### src/rtl/imem_loader.sv
// imem_loader: assembles a framed little-endian byte stream into instruction memory words,
// then releases the core once the payload XOR checksum matches.
module imem_loader #(
    parameter int ADDR_WIDTH = 32,
    parameter logic [ADDR_WIDTH-1:0] BASE_ADDR = '0,
    parameter int LEN_WIDTH = 16
) (
    input  logic                  clk,
    input  logic                  rst,
    input  logic                  start,
    input  logic [7:0]            rx_data,
    input  logic                  rx_valid,
    output logic                  rx_ready,
    output logic                  imem_we,
    output logic [ADDR_WIDTH-1:0] imem_addr,
    output logic [31:0]           imem_wdata,
    output logic                  core_rst,
    output logic                  done,
    output logic                  error,
    output logic [LEN_WIDTH-1:0]  words_written
);
    typedef enum logic [2:0] {IDLE, LEN_LO, LEN_HI, DATA, CHECK, DONE, ERROR} state_t;
    state_t state, next;
    logic xfer, last_word, idle_like;
    logic [LEN_WIDTH-1:0] len, len_hi;
    logic [1:0] idx;
    logic [23:0] buffer;
    logic [7:0] chk;
    always_comb begin
        rx_ready = state inside {LEN_LO, LEN_HI, DATA, CHECK};
        idle_like = state inside {IDLE, DONE, ERROR};
        xfer = rx_valid && rx_ready;
        len_hi = len | (LEN_WIDTH'(rx_data) << 8);
        last_word = (words_written + LEN_WIDTH'(1)) == len;
        next = state;
        case (state)
            IDLE, DONE, ERROR: next = start ? LEN_LO : state;
            LEN_LO: next = xfer ? LEN_HI : state;
            LEN_HI: next = !xfer ? state : (len_hi == '0 ? CHECK : DATA);
            DATA: next = (xfer && idx == 2'd3 && last_word) ? CHECK : state;
            CHECK: next = !xfer ? state : (rx_data == chk ? DONE : ERROR);
            default: next = IDLE;
        endcase
    end
    always_ff @(posedge clk) state <= !rst ? IDLE : next;
    always_ff @(posedge clk) begin
        if (!rst) begin
            imem_we <= 1'b0;
            imem_addr <= BASE_ADDR;
            imem_wdata <= '0;
            core_rst <= 1'b0;
            done <= 1'b0;
            error <= 1'b0;
            words_written <= '0;
            len <= '0;
            idx <= '0;
            buffer <= '0;
            chk <= '0;
        end else begin
            imem_we <= 1'b0;
            if (start && idle_like) begin
                done <= 1'b0;
                error <= 1'b0;
                core_rst <= 1'b0;
                words_written <= '0;
                chk <= '0;
                idx <= '0;
            end
            if (xfer) begin
                case (state)
                    LEN_LO: len <= LEN_WIDTH'(rx_data);
                    LEN_HI: len <= len_hi;
                    DATA: begin
                        chk <= chk ^ rx_data;
                        idx <= idx + 2'd1;
                        // The fourth byte goes straight to the write port; only three bytes are buffered.
                        if (idx == 2'd3) begin
                            imem_we <= 1'b1;
                            imem_wdata <= {rx_data, buffer};
                            imem_addr <= BASE_ADDR + ADDR_WIDTH'({words_written, 2'b00});
                            words_written <= words_written + LEN_WIDTH'(1);
                        end else begin
                            buffer[{idx, 3'b000} +: 8] <= rx_data;
                        end
                    end
                    CHECK: begin
                        done <= rx_data == chk;
                        core_rst <= rx_data == chk;
                        error <= rx_data != chk;
                    end
                    default: ;
                endcase
            end
        end
    end
endmodule

### config.mk
export PLATFORM = sky130hd
export DESIGN_NAME = imem_loader
export DESIGN_NICKNAME = d
export VERILOG_FILES = /design/src/rtl/imem_loader.sv
export SDC_FILE = /design/constraint.sdc
export NUM_CORES = 1
export LEC_CHECK = 0
export ABC_AREA = 1
export ABC_CLOCK_PERIOD_IN_PS = 2550
export CORE_ASPECT_RATIO = 1.2
export CORE_MARGIN = 8
export CORE_UTILIZATION = 45
export DETAILED_ROUTE_END_ITERATION = 10
export PLACE_DENSITY = 0.74
export SYNTH_ARGS = -nofsm -noshare
export SYNTH_HDL_FRONTEND = slang
export SYNTH_SLANG_ARGS = --single-unit
export TNS_END_PERCENT = 5
### constraint.sdc
create_clock -name clk -period 2.55 [get_ports clk]
set_clock_uncertainty 0.2 [all_clocks]
set_input_delay 0.51 -clock clk [delete_from_list [all_inputs] [get_ports clk]]
set_output_delay 0.51 -clock clk [all_outputs]
set_load 0.05 [all_outputs]
# Yosys cells after proc, flatten, opt, wreduce, memory -nomap -nowiden
# Cells that the tools add are included.
[word_totals] reg_bits=121 inputBits=12 latch_bits=0 wordCells=80 ram_bits=0 mem_bits_ro=0 memories=0 output_inout_bits=85
[op_classes] multipliers=0 mux=30 eq_ne=15 n_reduce_logical=15 shift=2 n_div=0 addsub=3 bitwise_logic=3 n_lt_le_gt_ge=0
[op_table] cell="$mux W16" n=4
[op_table] cell="$pmux W16 S2" n=1
[op_table] cell="$bwmux W24" n=1
[op_table] cell="$mux W8" n=3
[op_table] cell="$shift A8 B7 Y24 const A" n=1
[op_table] cell="$shiftx A8 B7 Y24" n=1
[op_table] cell="$mux W3" n=6
[op_table] cell="$add A16 B1 Y16 const B" n=1
[op_table] cell="$eq A16 B16 Y1" n=1
[op_table] cell="$logic_not A16 Y1" n=1
[op_table] cell="$or A16 B16 Y16" n=1
[op_table] cell="$pmux W3 S5" n=1
[op_table] cell="$mux W1" n=10
[op_table] cell="$eq A3 B3 Y1 const B" n=3
[op_table] cell="$reduce_and A3 Y1" n=3
[op_table] cell="$eq A8 B8 Y1" n=1
[op_table] cell="$mux W2" n=4
[op_table] cell="$ne A2 B2 Y1 const B" n=4
[op_table] cell="$ne A8 B8 Y1" n=1
[op_table] cell="$xor A8 B8 Y8" n=1
[op_table] cell="$neg A5 Y7" n=1
[op_table] cell="$eq A3 B2 Y1 const B" n=2
[op_table] cell="$reduce_and A5 Y1" n=1
[op_table] cell="$logic_and A1 B1 Y1" n=4
[op_table] cell="11 further kinds" n=11

# Logic depth before layout (Yosys ltp)
# Gate-level depths: netlist of run 1.
[depth] depth_word=7 ltp_mapped=16 ltp_nobuf=16

# Least setup slack after synthesis of run 1
# OpenSTA, ideal clock, no wires.
[synth_timing] path_kind="reg2reg" startpoint="reg words_written[1]" endpoint="reg state[1]" t_arrival_ns=2.058 path_stages_with_launch=17 synth_period_minus_slack_ns=2.373 setup_ns=0.115 path_buffers=0 t_required_ns=2.235 slack_ns=0.177 path_cell_list="dfxtp_1 > ha_1 > nand2_1 > nor2_4 > nand2_1 > nand2_1 > nand2_1 > nand2_1 > nand2_1 > nor2_1 > nand2_1 > nor2_2 > nand3_2 > nand2_2 > nand3_1 > nand2_1 > nor2_1"
[synth_via] elab_chain_len=5
[synth_lines] item="start: declaration" line_no="20" source="output logic [LEN_WIDTH-1:0] words_written"
[synth_lines] item="start signal: assignment" line_no="81" source="words_written <= words_written + LEN_WIDTH'(1);"
[synth_lines] item="$add A16 B1 Y16" line_no="34" source="last_word = (words_written + LEN_WIDTH'(1)) == len;"
[synth_lines] item="$eq A16 B16 Y1" line_no="34"
[synth_lines] item="$logic_and A1 B1 Y1" line_no="40" source="DATA: next = (xfer && idx == 2'd3 && last_word) ? CHECK : state;"
[synth_lines] item="$ne A2 B1 Y1 (no source line)"
[synth_lines] item="$reduce_and A5 Y1 (no source line)"
[synth_lines] item="end signal: assignment" line_no="45" source="always_ff @(posedge clk) state <= !rst ? IDLE : next;"
[synth_lines] item="end: declaration" line_no="23" source="state_t state, next;"
# No other way between the ends.
# A chain may end at the register's enable or synchronous reset.

# Worst setup path in the final report of run 1
[layout_timing] startpoint="reg words_written[3]" endpoint="out words_written[3]"
# No word-level cell between the ends.

==> key figures, run 1 <==
Floorplan
  – Initial core utilization: 0.458
  – IO Pins: 97
  – Chip Width: about 120 um
  – Die ar.: 16100 um^2
  – Num rows: 44
  – Die height: about 140 um
  – Core area: 12100 um^2

Clock tree
  – CTS Buffer Depth: 2
  – CTS resizes: 0
  – Htree depth: 4
  – Worst-Skew Late Latency: roughly 420 ps
  – Hold_buf cts: 0
  – CTS tree: built
  – Clock Sinks: roughly 120
  – Clock transition at path regs: roughly 60 ps
  – Root Driver: clkbuf_16
  – CTS Buf Count: 17
  – Post-CTS setup buffers: 0

Power
  – Pwr dens: ~810 nW/um^2
  – Worst vdd ir: ~1.0 mV
  – Tot Pwr: 5.76 mW
  – Leakage power: about 2.8 nW

Layout
  – Layout cell share with drive strength beyond 1: 0.0957
  – P&R area growth vs syn: 29.3%
  – Antenna cells: 0
  – Area of the multi-input gates: approximately 2500 um^2
  – Fin nets: between 800 and 900
  – Fillers: ~1100
  – Storage element area: about 2400 um^2
  – Design Area, Final: roughly 7100 um^2

Synth
  – Commonest cells in the synthesized netlist: nand2_1 (137), dfxtp_1 (121), inv_1 (94)
  – EDFF count, synth: 0
  – Top cell type's share of synthesized area: 0.438
  – Most numerous cell in the Yosys netlist: nand2_1
  – Register area share after synthesis: 0.438
  – Synth area leaders: dfxtp_1 (44%), nand2_1 (9.3%), nand3_1 (7.4%)
  – Main synth FF type: dfxtp_1
  – Largest area contributor in the netlist: dfxtp_1
  – Syn avg cell area: approximately 7.2 um^2
  – Cell variety after synth: 34
  – Seq cells post-synth: 121
  – Synthesized instance count: 764
  – Cell area after synthesis: 5530 um^2
  – Synth async-reset ratio: 0
  – YS warnings: 0

Critical path
  – Max stage delay on crit path: ~870 ps
  – Levels on crit path: 1
  – Worst Path Max Fanout: 5
  – CP startpoint kind: flop
  – Top delay family on crit path: buffers and inverters
  – R2R Path End: words_written[2]$_SDFF_PN0_
  – Crit. End Element: output port
  – Slowest cell on the critical path: clkdlybuf4s50_1
  – Buffers & Inverters on Critical Path: 1
  – Reg2reg path depth: 7
  – Flop-to-flop setup slack: roughly 200 ps
  – Worst setup path end: words_written[3]
  – Ordered cell list for the critical path: clkdlybuf4s50_1
  – RR Startpoint: idx[0]$_SDFF_PN0_
  – CP Launch Point: words_written[3]$_SDFF_PN0_
  – Worst EP required: ~1800 ps
  – Setup CP Type: reg -> out
  – Critical Path AT: 1770 ps

Min path
  – Type of the worst min-delay path: reg -> reg

Routing
  – Post-route ant nets: 0
  – DR pass1 iterations: 5
  – DR vias/cell: roughly 5.2
  – DRC errors left: 0
  – Initial DRC count: 446
  – Wire per inst: around 15 um
  – Detailed Route WL: about 15000 um
  – Via Count: approximately 5300

Global route
  – Antenna violations before repair: 0
  – GRT Overall Usage: 0.195
  – Global-route wire length before repair: roughly 24000 um
  – Total grt overflow: 0
  – Largest net degree at the start of global routing: 58
  – Vias in the first global route: a little under 5000

Placement
  – Post-Place Cell Area: approximately 6500 um^2
  – Final HPWL DP: around 11000 um
  – RD Place Congestion: approximately 0.93
  – PortBufs: 80

Timing
  – Max Clock Freq: about 400 MHz
  – Slew headroom: 0.596
  – Slew Viols, Final: 0
  – Minimum clock period: approximately 2500 ps
  – Setup-failing EPs final: 0
  – Hold_ws: 248 ps
  – Crit share post-route: 0.971
  – RSZ-0062 raised after global routing: false
  – Final hold vios: 0
  – Slew @ Worst Pin: 605 ps

Job
  – Max-Cap Viols: 0

Run status
  – Status: finished clean
how the worst min path moves through the flow:
stage                                         end                     from  cells past startpoint  slack (ps)
after floorplan           buffer[10]$_SDFFE_PN0P_  buffer[10]$_SDFFE_PN0P_                      2         220
after global placement     buffer[9]$_SDFFE_PN0P_   buffer[9]$_SDFFE_PN0P_                      2         240
after detailed placement  buffer[10]$_SDFFE_PN0P_  buffer[10]$_SDFFE_PN0P_                      2         240
after CTS                   state[2]$_SDFFE_PN0P_                      rst                      3         240
after global routing        state[1]$_SDFFE_PN0P_                      rst                      3         270
final                     buffer[10]$_SDFFE_PN0P_  buffer[10]$_SDFFE_PN0P_                      2         250
per-stage QoR:
step                setup slack, ps  std cells   util  setup TNS, ps
detailed placement            -92.2        996  0.540           -329
floorplan                       177        779      -              0
CTS                            5.34       1028  0.592              0
global route                   38.1       1028  0.593              0
global placement              -29.2        996  0.540           -114
finish                         74.0       1028  0.593              0
area by class of cell:
cell class / instances / area share
clock buffer: 18 / 0.0615
clock inverter: 14 / 0.0261
inverter: 99 / 0.0520
multi-input combinational: 513 / 0.355
sequential: 121 / 0.339
tap: 161 / 0.0282
timing repair buffer: 102 / 0.138
where the power goes:
group          internal [mW]  switching (mW)
Combinational          0.380           0.781
Clock                   1.59           0.948
Sequential              1.98          0.0847
Total                   3.95            1.81
metal layers:
layer  part of all wire  wire length (um)  up-vias  GRT usage
met5                  0                 0        -          0
li1                   -                 -     2657          -
met2               0.46              7050      221      0.310
met1               0.42              6470     2425      0.241
met4              0.034               524        0      0.105
met3              0.081              1240       45     0.0434
cells in the final DEF, fill, tap and decap left out, types with 7 or more instances in the layout:
cell type,instances
dfxtp_1,120
o21ai_0,49
buf_4,21
conb_1,16
clkbuf_16,17
inv_1,94
nor3_1,9
nand2_1,137
o21ai_1,45
nand3_1,82
nor2_2,8
clkdlybuf4s50_1,77
xor2_1,7
a21oi_1,57
a211oi_1,8
nor2_1,54
registers in the layout, indices dropped and copies added (netlist names):
name,cells
imem_wdata,32
buffer,24
imem_addr,16
len,16
words_written,16
chk,8
state,3
idx,2
core_rst,1
done,1
error,1
imem_we,1
cells by family after synthesis:
logic type / count (synthesis) / share of synthesized area
adder cells (fa/ha/maj): 6 / 0.0136
XOR/XNOR: 10 / 0.0183
buffers and inverters: 145 / 0.113
other: 1 / 0.000679
flip-flops: 121 / 0.438
AND/OR/NAND/NOR: 311 / 0.253
AO/OA/AOI/OAI: 170 / 0.163
Power figures use the tool's default switching activity.
==> run 2: changes to the inputs <==
Settings changed: PLACE_DENSITY 0.74 to 0.66, SKIP_CTS_REPAIR_TIMING set to 1.
==> key figures, run 2 (synthesis gave the netlist of run 1 again) <==
Critical path
  – Top delay family on crit path: buffers and inverters
  – Levels on crit path: 1
  – Max stage delay on crit path: about 870 ps
  – Slowest cell on the critical path: clkdlybuf4s50_1
  – Ordered cell list for the critical path: clkdlybuf4s50_1
  – R2R Path End: state[2]$_SDFFE_PN0P_
  – Critical Path AT: about 1800 ps
  – RR Startpoint: words_written[1]$_SDFF_PN0_
  – CP Launch Point: words_written[6]$_SDFF_PN0_
  – Reg2reg path depth: 14
  – CP startpoint kind: flop
  – Worst EP required: around 1800 ps
  – Setup CP Type: reg -> out
  – Buffers & Inverters on Critical Path: 1
  – Worst Path Max Fanout: 6
  – Worst setup path end: words_written[6]
  – Flop-to-flop setup slack: around 160 ps
  – Crit. End Element: output port

Global route
  – Total grt overflow: 0
  – Vias in the first global route: 4994
  – Global-route wire length before repair: approximately 24000 um
  – Antenna violations before repair: 0
  – Largest net degree at the start of global routing: between 40 and 50
  – GRT Overall Usage: 0.196

Layout
  – Layout cell share with drive strength beyond 1: 0.0954
  – Max reg flops: 32
  – Biggest register: imem_wdata
  – Storage element area: 2420 um^2
  – Top flop regs: imem_wdata: 32 flops, buffer: 24 flops
  – Most frequent cells in the layout: nand2_1 (137), dfxtp_1 (121), inv_1 (94), nand3_1 (82), clkdlybuf4s50_1 (78)
  – Antenna cells: 0
  – Fin nets: ~900
  – Fillers: ~1100
  – Commonest non-fill, non-tap cell in the layout: nand2_1
  – P&R area growth vs syn: 29.7%
  – Design Area, Final: ~7000 um^2
  – Area of the multi-input gates: 2540 um^2

Floorplan
  – Initial core utilization: 0.458
  – Chip Width: around 120 um
  – Die ar.: roughly 16000 um^2
  – Die height: 137 um
  – Num rows: 44
  – Core area: about 12000 um^2
  – IO Pins: 97

Power
  – Pint: 4.02 mW
  – Psw: about 1.7 mW
  – Worst vdd ir: about 0.96 mV
  – Switching part of the total: 0.299
  – Leakage power: around 2.8 nW
  – Tot Pwr: ~5.7 mW
  – Flop pwr share: 0.361
  – Pwr dens: roughly 800 nW/um^2
  – Clk network pwr share: 0.436
  – Logic pwr share: 0.203

Placement
  – PortBufs: 80
  – Final HPWL DP: between 10000 and 15000 um
  – RD Place Congestion: a little under 0.9
  – Post-Place Cell Area: 6550 um^2

Timing
  – Crit share post-route: 0.964
  – RSZ-0062 raised after global routing: false
  – Setup_tns: 0 ps
  – Final hold vios: 0
  – Slew headroom: 0.656
  – Minimum clock period: between 2000 and 2500 ps
  – Slew Viols, Final: 0
  – Max Clock Freq: 407 MHz
  – Setup-failing EPs final: 0
  – Slew @ Worst Pin: between 500 and 600 ps

Clock tree
  – Clock Sinks: 121
  – Worst-Skew Late Latency: 410 ps
  – CTS Buffer Depth: 2
  – Htree depth: 4
  – CTS tree: built
  – Root Driver: clkbuf_16
  – CTS Buf Count: 17
  – Clock transition at path regs: 50 ps

Routing
  – DR vias/cell: between 5 and 6
  – Post-route ant nets: 0
  – DRC errors left: 0
  – DR pass1 iterations: 5
  – Via Count: 5357
  – Wire per inst: roughly 15 um
  – Detailed Route WL: around 16000 um
  – Initial DRC count: a little under 400

Job
  – Max-Cap Viols: 0

Run status
  – Status: finished clean

Min path
  – Type of the worst min-delay path: in -> reg
[run 2: cell count changes in the layout (fill, tap and decap cells not counted), sizes merged]
cell | before | now
bufinv | 3 | 4
inv | 106 | 100
clkbuf | 18 | 20
dlymetal6s2s | 1 | 0
clkinv | 2 | 5
buf | 24 | 27
clkdlybuf4s50 | 77 | 78
[run 2: power groups by stage]
stage	sequential (mW)	combinational, mW	clock [mW]
3_3_place_gp	2.10	1.14	0
2_1_floorplan	2.09	0.820	0
4_1_cts	2.06	1.16	2.52
5_1_grt	2.07	1.28	2.61
3_5_place_dp	2.10	1.15	0
6_report	2.07	1.17	2.50
[run 2: per-stage QoR]
step	std cells	setup slack, ps	util	hold slack (ps)
after floorplan	779	177	-	225
final	1031	91.9	0.595	242
after CTS	1031	92.9	0.595	226
after global placement	999	-23.3	0.543	244
after detailed placement	999	2.52	0.543	251
after global routing	1031	50.4	0.595	247
[run 2: metal layers]
| layer | up-vias | GRT usage | share of wire |
|---|---|---|---|
| met5 | - | 0 | 0 |
| met4 | 0 | 0.0805 | 0.023 |
| met3 | 27 | 0.0425 | 0.057 |
| met2 | 171 | 0.336 | 0.50 |
| met1 | 2496 | 0.230 | 0.42 |
| li1 | 2663 | - | - |
[run 2: worst min-delay path by stage]
stage	end	slack (ps)	cells after the start	start
finish	state[1]$_SDFFE_PN0P_	240	3	rst
global route	state[2]$_SDFFE_PN0P_	250	3	rst
CTS	state[1]$_SDFFE_PN0P_	230	3	rst
detailed placement	buffer[9]$_SDFFE_PN0P_	250	2	buffer[9]$_SDFFE_PN0P_
global placement	buffer[23]$_SDFFE_PN0P_	240	2	buffer[23]$_SDFFE_PN0P_
floorplan	buffer[10]$_SDFFE_PN0P_	220	2	buffer[10]$_SDFFE_PN0P_
[run 2: cell type report]
class                   instances  share of cell area
multi-input cells             513               0.354
flip-flops and latches        121               0.338
repair buffers                105               0.142
clock buffers                  20              0.0623
inverters                      99              0.0518
well taps                     161              0.0281
clock inverters                12              0.0241
==> run 3: changes to the inputs <==
Settings changed: CELL_PAD_IN_SITES_DETAIL_PLACEMENT set to 0, CELL_PAD_IN_SITES_GLOBAL_PLACEMENT set to 1, CORE_UTILIZATION 45 to 39, CTS_BUF_LIST set to sky130_fd_sc_hd__clkbuf_4, PLACE_DENSITY 0.66 to 0.78.
==> key figures, run 3 (synthesis gave the netlist of run 1 again) <==
Routing
  – Post-route ant nets: 0
  – DRC errors left: 0
  – DR vias/cell: about 5.0
  – Via Count: ~5200
  – Initial DRC count: between 300 and 400
  – DR pass1 iterations: 4
  – Wire per inst: approximately 16 um
  – Detailed Route WL: 16500 um

Critical path
  – R2R Path End: state[2]$_SDFFE_PN0P_
  – Reg2reg path depth: 14
  – Worst setup path end: words_written[14]
  – Flop-to-flop setup slack: around 220 ps
  – Levels on crit path: 1
  – CP Launch Point: words_written[14]$_SDFF_PN0_
  – Top delay family on crit path: buffers and inverters
  – Critical Path AT: ~1700 ps
  – RR Startpoint: words_written[0]$_SDFF_PN0_
  – Worst Path Max Fanout: 3
  – Setup CP Type: reg -> out
  – CP startpoint kind: flop
  – Slowest cell on the critical path: clkdlybuf4s50_1
  – Crit. End Element: output port
  – Ordered cell list for the critical path: clkdlybuf4s50_1
  – Worst EP required: 1840 ps
  – Buffers & Inverters on Critical Path: 1
  – Max stage delay on crit path: between 800 and 900 ps

Layout
  – Fillers: 1373
  – Most frequent cells in the layout: nand2_1 (137), dfxtp_1 (118), inv_1 (94), nand3_1 (82), clkdlybuf4s50_1 (64)
  – Top flop regs: imem_wdata: 32 flops, buffer: 24 flops
  – Fin nets: 885
  – Max reg flops: 32
  – Design Area, Final: a little over 7000 um^2
  – Layout cell share with drive strength beyond 1: 0.111
  – Biggest register: imem_wdata
  – Commonest non-fill, non-tap cell in the layout: nand2_1
  – P&R area growth vs syn: 27.4%

Timing
  – Max Clock Freq: between 400 and 500 MHz
  – Setup-failing EPs final: 0
  – Slew @ Worst Pin: 533 ps
  – Slew headroom: 0.644
  – Crit share post-route: 0.962
  – Final hold vios: 0
  – Minimum clock period: 2450 ps
  – Slew Viols, Final: 0
  – RSZ-0062 raised after global routing: false

Placement
  – Final HPWL DP: 12700 um
  – Post-Place Cell Area: approximately 6600 um^2
  – RD Place Congestion: approximately 0.91
  – PortBufs: 80

Clock tree
  – CTS tree: built
  – CTS Buffer Depth: 2
  – Root Driver: clkbuf_4
  – Worst-Skew Late Latency: about 530 ps
  – Htree depth: 4
  – Clock Sinks: 121
  – Clock transition at path regs: 110 ps
  – CTS Buf Count: 17

Power
  – Pwr dens: around 710 nW/um^2
  – Leakage power: a little under 3 nW
  – Tot Pwr: between 4 and 5 mW
  – Worst vdd ir: just under 1 mV

Global route
  – GRT Overall Usage: 0.179
  – Antenna violations before repair: 1
  – Vias in the first global route: a little over 5000
  – Largest net degree at the start of global routing: a little over 70
  – Total grt overflow: 0
  – Global-route wire length before repair: about 26000 um

Run status
  – Status: finished clean

Floorplan
  – Die height: approximately 150 um
  – Core area: roughly 14000 um^2
  – Chip Width: 125 um
  – IO Pins: 97
  – Initial core utilization: 0.400
  – Num rows: between 40 and 50
  – Die ar.: approximately 18000 um^2

Job
  – Max-Cap Viols: 0

Min path
  – Type of the worst min-delay path: in -> reg
[run 3: metrics by stage]
| step | util | TNS, ps | instances | hold slack (ps) | setup WS [ps] |
|---|---|---|---|---|---|
| final | 0.509 | 0 | 1052 | 162 | 96.5 |
| after global routing | 0.509 | 0 | 1052 | 147 | 4.90 |
| after CTS | 0.506 | -704 | 1051 | 117 | -131 |
| after detailed placement | 0.479 | 0 | 1019 | 242 | 55.9 |
| after global placement | 0.479 | 0 | 1019 | 241 | 80.0 |
| after floorplan | - | 0 | 779 | 225 | 177 |
[run 3: final cells by class]
cell class,count,area (um^2),area share
Sequential cell,121,2430,0.345
Tap cell,171,214,0.0304
Timing Repair Buffer,115,1120,0.159
Clock inverter,15,246,0.0350
Multi-Input combinational cell,513,2540,0.360
Clock buffer,17,128,0.0181
Inverter,99,372,0.0528
Antenna cell,1,2.50,0.000355
[run 3: how the worst min path moves through the flow]
stage / slack, ps / cells past startpoint / start / end
floorplan: 220 / 2 / buffer[10]$_SDFFE_PN0P_ / buffer[10]$_SDFFE_PN0P_
global placement: 240 / 2 / buffer[10]$_SDFFE_PN0P_ / buffer[10]$_SDFFE_PN0P_
detailed placement: 240 / 2 / buffer[10]$_SDFFE_PN0P_ / buffer[10]$_SDFFE_PN0P_
CTS: 120 / 3 / rst / imem_addr[3]$_SDFFE_PN0P_
global route: 150 / 3 / rst / imem_addr[3]$_SDFFE_PN0P_
finish: 160 / 3 / rst / imem_addr[3]$_SDFFE_PN0P_
[run 3: power breakdown]
part	switching, mW	internal, mW
Sequential	0.0883	1.98
Combinational	0.805	0.382
Clock	0.762	0.977
Total	1.65	3.34
[run 3: per-layer routing]
metal / up-vias / track usage / routed length, um / part of all wire
li1: 2679 / - / - / -
met1: 2401 / 0.204 / 7140 / 0.43
met2: 138 / 0.311 / 8150 / 0.49
met3: 29 / 0.0438 / 837 / 0.051
met4: 0 / 0.0803 / 417 / 0.025
met5: - / 0 / 0 / 0
